**config.mk**
```make
export PLATFORM = sky130hd
export DESIGN_NAME = wptr_full_ctrl
export DESIGN_NICKNAME = d
export VERILOG_FILES = /design/src/rtl/wptr_full_ctrl.sv
export SDC_FILE = /design/constraint.sdc
export NUM_CORES = 1
export LEC_CHECK = 0
export ABC_AREA = 0
export ABC_CLOCK_PERIOD_IN_PS = 4900
export CAP_MARGIN = 25
export CORE_UTILIZATION = 27
export DETAILED_ROUTE_END_ITERATION = 10
export PLACE_DENSITY = 0.54
export SLEW_MARGIN = 20
export SYNTH_ARGS = -nofsm -noshare
export SYNTH_HDL_FRONTEND = slang
export SYNTH_SLANG_ARGS = --single-unit
export TNS_END_PERCENT = 1
```
**constraint.sdc**
```tcl
create_clock -name wclk -period 4.9 [get_ports wclk]
set_input_delay 1.47 -clock wclk [delete_from_list [all_inputs] [get_ports wclk]]
set_output_delay 1.47 -clock wclk [all_outputs]
set_load 0.03 [all_outputs]
```
**src/rtl/wptr_full_ctrl.sv**
```systemverilog
// Write-side pointer/flag controller for an async FIFO (wclk domain).
// Define WFIFO_OVF_CNT_EN to build the sticky overflow flag and saturating attempt counter.
module wptr_full_ctrl #(
  parameter int unsigned ADDR_SIZE    = 8,
  parameter int unsigned AFULL_THRESH = 4
) (
  input  logic                 wclk,
  input  logic                 rst_n,
  input  logic                 winc,
  input  logic [ADDR_SIZE:0]   rptr_gray,
  output logic                 wclken,
  output logic [ADDR_SIZE-1:0] waddr,
  output logic [ADDR_SIZE:0]   wptr_gray,
  output logic                 wfull,
  output logic                 wafull,
  output logic [ADDR_SIZE:0]   wlevel,
  output logic                 wovf,
  output logic [7:0]           wovf_cnt,
  input  logic                 wovf_clr
);

  localparam int unsigned DEPTH = 1 << ADDR_SIZE;
  localparam logic [ADDR_SIZE:0] AFULL_LEVEL = (ADDR_SIZE+1)'(DEPTH - AFULL_THRESH);

  logic [ADDR_SIZE:0] wbin_q, wbin_d;
  logic [ADDR_SIZE:0] wgray_q, wgray_d;
  logic [ADDR_SIZE:0] rq1_q, rq2_q;
  logic [ADDR_SIZE:0] rbin;
  logic [ADDR_SIZE:0] level_d;
  logic [ADDR_SIZE:0] level_q;
  logic               full_d, full_q;
  logic               afull_d, afull_q;

  // Gated by rst_n so nothing reaches the RAM while reset is held.
  assign wclken    = winc & ~full_q & rst_n;
  assign waddr     = wbin_q[ADDR_SIZE-1:0];
  assign wptr_gray = wgray_q;
  assign wfull     = full_q;
  assign wafull    = afull_q;
  assign wlevel    = level_q;

  always_comb begin
    wbin_d  = wbin_q + {{ADDR_SIZE{1'b0}}, wclken};
    wgray_d = wbin_d ^ (wbin_d >> 1);

    rbin = '0;
    rbin[ADDR_SIZE] = rq2_q[ADDR_SIZE];
    for (int i = ADDR_SIZE - 1; i >= 0; i--) begin
      rbin[i] = rbin[i+1] ^ rq2_q[i];
    end

    level_d = wbin_d - rbin;
    // Full when next write pointer is one lap ahead: top two Gray bits inverted.
    full_d  = (wgray_d == {~rq2_q[ADDR_SIZE:ADDR_SIZE-1], rq2_q[ADDR_SIZE-2:0]});
    afull_d = (level_d >= AFULL_LEVEL);
  end

  always_ff @(posedge wclk or negedge rst_n) begin
    if (!rst_n) begin
      wbin_q  <= '0;
      wgray_q <= '0;
      rq1_q   <= '0;
      rq2_q   <= '0;
      full_q  <= 1'b0;
      afull_q <= 1'b0;
      level_q <= '0;
    end else begin
      wbin_q  <= wbin_d;
      wgray_q <= wgray_d;
      rq1_q   <= rptr_gray;
      rq2_q   <= rq1_q;
      full_q  <= full_d;
      afull_q <= afull_d;
      level_q <= level_d;
    end
  end

`ifdef WFIFO_OVF_CNT_EN
  logic       ovf_q;
  logic [7:0] ovf_cnt_q;

  always_ff @(posedge wclk or negedge rst_n) begin
    if (!rst_n) begin
      ovf_q     <= 1'b0;
      ovf_cnt_q <= '0;
    end else if (wovf_clr) begin
      ovf_q     <= 1'b0;
      ovf_cnt_q <= '0;
    end else if (winc && full_q) begin
      ovf_q <= 1'b1;
      if (ovf_cnt_q != 8'hff) begin
        ovf_cnt_q <= ovf_cnt_q + 8'd1;
      end
    end
  end

  assign wovf     = ovf_q;
  assign wovf_cnt = ovf_cnt_q;
`else
  logic unused_ovf_clr;
  assign unused_ovf_clr = wovf_clr;
  assign wovf           = 1'b0;
  assign wovf_cnt       = '0;
`endif

endmodule

```
==> impl_results.md, run 1 <==
* Row cnt at 32
* CORE AREA at 7690 sq um
* # clock sinks at 46
* Outcome: complete, no violations
* Leading cell type in the layout, fill and taps excluded: dfrtp_1
* Sequential power share at 31.6%
* Count of state elements after synthesis at 46
* Most frequent CP cell: ha_1
* First-pass GRT wire length at 6020 um
* Vias at 1291
* Data required, critical path at 5.09 ns
* Switching share of power at 40.5%
* Chip height at 90.9 um
* Rel. slew slack at 62.7%
* Final Power at 1.69 mW
* Tightest Pin Transition at 0.560 ns
* Layout Nets at 251
* Sequential area share after synthesis at 53.9%
* Hold_ws at 0.348 ns
* # diodes at 0
* Placed Cells at 322
* Cell variety after synth at 32
* Buf/Inv on CP at 2
* Clk pin slew, worst setup/hold paths at 0.08 ns
* Max incr delay on CP at 0.53 ns
* DPL Wire Length at 2720 um
* Residual DRC at 0
* Non-Filler Instances at 330
* Setup Buffers After CTS at 0
* Pre-CTS setup slack at 0.140 ns
* Combinational Power Share at 54.5%
* Highest clock rate at 226 MHz
* Max Root-Sink Buffers at 2
* Share of total power in the clock network at 13.9%
* Mapped Area at 2130 sq um
* Root Buffer: clkbuf_8
* CP Max Fanout at 5
* DR WL/cell at 10.7 um
* CP max stage cell: or4b_1
* # setup viols final at 0
* Asr flop ratio synth at 100%
* Period utilization at 90.2%
* Max VDD drop at 0.290 mV
* Area Growth Syn to Fin at 29.3%
* Share of layout cells above drive strength 1 at 10.1%
* Die X at 90.9 um
* Hold Path Class: reg2reg
* Fin area at 2760 sq um
* Gr ovfl total at 0
* EDFF count, synth at 0
* Cell leakage power at 1.26 nW
* TritonCTS buffer count at 5
* P_int at 1.00 mW
* Initial antenna violation count at 0
* Vias in the first global route at 1294
* Clock Skews at 0.00481 ns
* Post-DRT Antenna Nets at 0
* Area leader, netlist: dfrtp_1
* Routability cong. at 0.692
* Worst Path Arrival at 4.61 ns
* Most area-consuming cells after synthesis: dfrtp_1, xnor2_1, ha_1
* Commonest non-fill, non-tap cells in the layout: dfrtp_1, clkdlybuf4s50_1, xnor2_1
* Post-DR vias/cell at 3.91
* Setup ws final at 0.479 ns
* Critical Path Sink Type: flip-flop
* P_sw at 683 uW
* Final core occ at 35.9%
* Slew Viols, Final at 0
* Avg Cell Area, Syn at 12.2 sq um
* Worst path cell trace: clkdlybuf4s50_1 > nand2_1 > nor2_1 > ha_1 > ha_1 > xnor2_1 > inv_1 > ha_1 > nor2b_1 > o31a_1 > o31a_1 > or4b_1 > o311ai_1
* CTS tree: done
* Post_cts resized at 0
* # IOs at 51
* Final min period at 4.42 ns
* Post-CTS Hold Fix Bufs at 0
* Startpoint Class: primary input
* Pwr dens at 611 nW/um^2
* Unrepaired setup endpoints after global routing: false
* Pin count of the biggest net entering global routing at 47
* First drt pass iteration count at 4
* Setup TNS at 0 ns
* H-tree Lvls at 2
* GR Util All Layers at 9.28%
* Hold Violations, Final at 0
* Insertion delay to the later sink of the worst-skew pair at 0.29 ns
* Synth Flop Type: dfrtp_1
* Total Routed Length at 3540 um
* Critical path class: in2reg
* Synth warnings at 0
* Port bufs at 40
* Initial DRC Count at 45
* Initial Util at 27.8%
* Cell count after synthesis at 175
* Top cell type's share of synthesized area at 53.9%
* Placed inst area at 2670 sq um
* Die Area at 8270 sq um
* CP top delay family: simple AND/OR/NAND/NOR gates
* Max-cap violations at 0
[Yosys cell counts, types with 4 or more instances]
cell type  number
nand2_1        10
nor2_1         11
ha_1           10
inv_1          13
o21a_1          7
nand3_1         5
xor2_1         12
xnor2_1        16
buf_4           9
nor3_1          4
dfrtp_1        46
[registers in the layout, indices dropped and copies added (netlist names)]
name,count
wlevel,9
wptr_gray,8
wafull,1
rq2_q,9
rq1_q,9
wbin_q,9
wfull,1
[worst reg2reg max path, delay by kind of cell (launching register included)]
family | cells | cell delay, ns
AO/OA/AOI/OAI | 3 | 0.50
flip-flops | 1 | 0.40
AND/OR/NAND/NOR | 3 | 0.75
buffers and inverters | 1 | 0.08
XOR/XNOR | 6 | 1.55
adder cells (fa/ha/maj) | 2 | 0.63
[layer usage]
metal / up-vias / wire (um) / GRT usage [%]
li1: 653 / - / -
met1: 600 / 1730 / 12.7
met2: 34 / 1580 / 14.1
met3: 4 / 190 / 3.03
met4: 0 / 38 / 2.38
met5: - / 0 / 0
[cell type report]
cell class              count  area [sq um]
clock inverters             1          5.00
well taps                 102           128
inverters                  14          52.6
repair buffers             47           448
multi-input cells         113           890
clock buffers               7          86.3
flip-flops and latches     46          1150
fillers                   798          4930
[power groups by stage]
stage	sequential [mW]	clock, mW	combinational, mW
after global routing	0.547	0.257	1.01
after CTS	0.537	0.244	0.936
after global placement	0.544	0	0.927
after detailed placement	0.541	0	0.928
after floorplan	0.700	0	0.463
final	0.534	0.234	0.919
[cells by family (layout without fill, tap and decap cells)]
kind of cell / after synthesis / after routing / share of synthesized area, %
AOI/OAI and AO/OA: 18 / 18 / 6.10
other: 1 / 9 / 0.176
adders and majority gates: 11 / 11 / 6.80
and+or+nand+nor: 38 / 38 / 8.44
muxes: 2 / 2 / 0.938
DFF: 46 / 46 / 53.9
buffers and inverters: 24 / 69 / 5.80
xor gates and xnor gates: 35 / 35 / 17.8
[worst paths after layout]
check                          from         to  slack, ns  depth (start not counted)
max reg2reg                rq2_q[8]     wafull       0.88                         15
min                        rq1_q[7]   rq2_q[7]       0.35                          0
max                            winc     wafull       0.48                         13
max in group asynchronous     rst_n   rq2_q[5]       3.25                          2
min reg2reg                rq1_q[7]   rq2_q[7]       0.35                          0
min in group asynchronous     rst_n  wlevel[0]       1.27                          2
(Power assumes the default switching activity.)
==> run 2: changes to the inputs <==
--- a/config.mk
+++ b/config.mk
@@ -11,7 +11,6 @@
 export CORE_UTILIZATION = 27
 export DETAILED_ROUTE_END_ITERATION = 10
 export PLACE_DENSITY = 0.54
-export SLEW_MARGIN = 20
 export SYNTH_ARGS = -nofsm -noshare
 export SYNTH_HDL_FRONTEND = slang
 export SYNTH_SLANG_ARGS = --single-unit
==> results of run 2 <==
No change in the layout: final DEF, timing and power equal those of run 1.
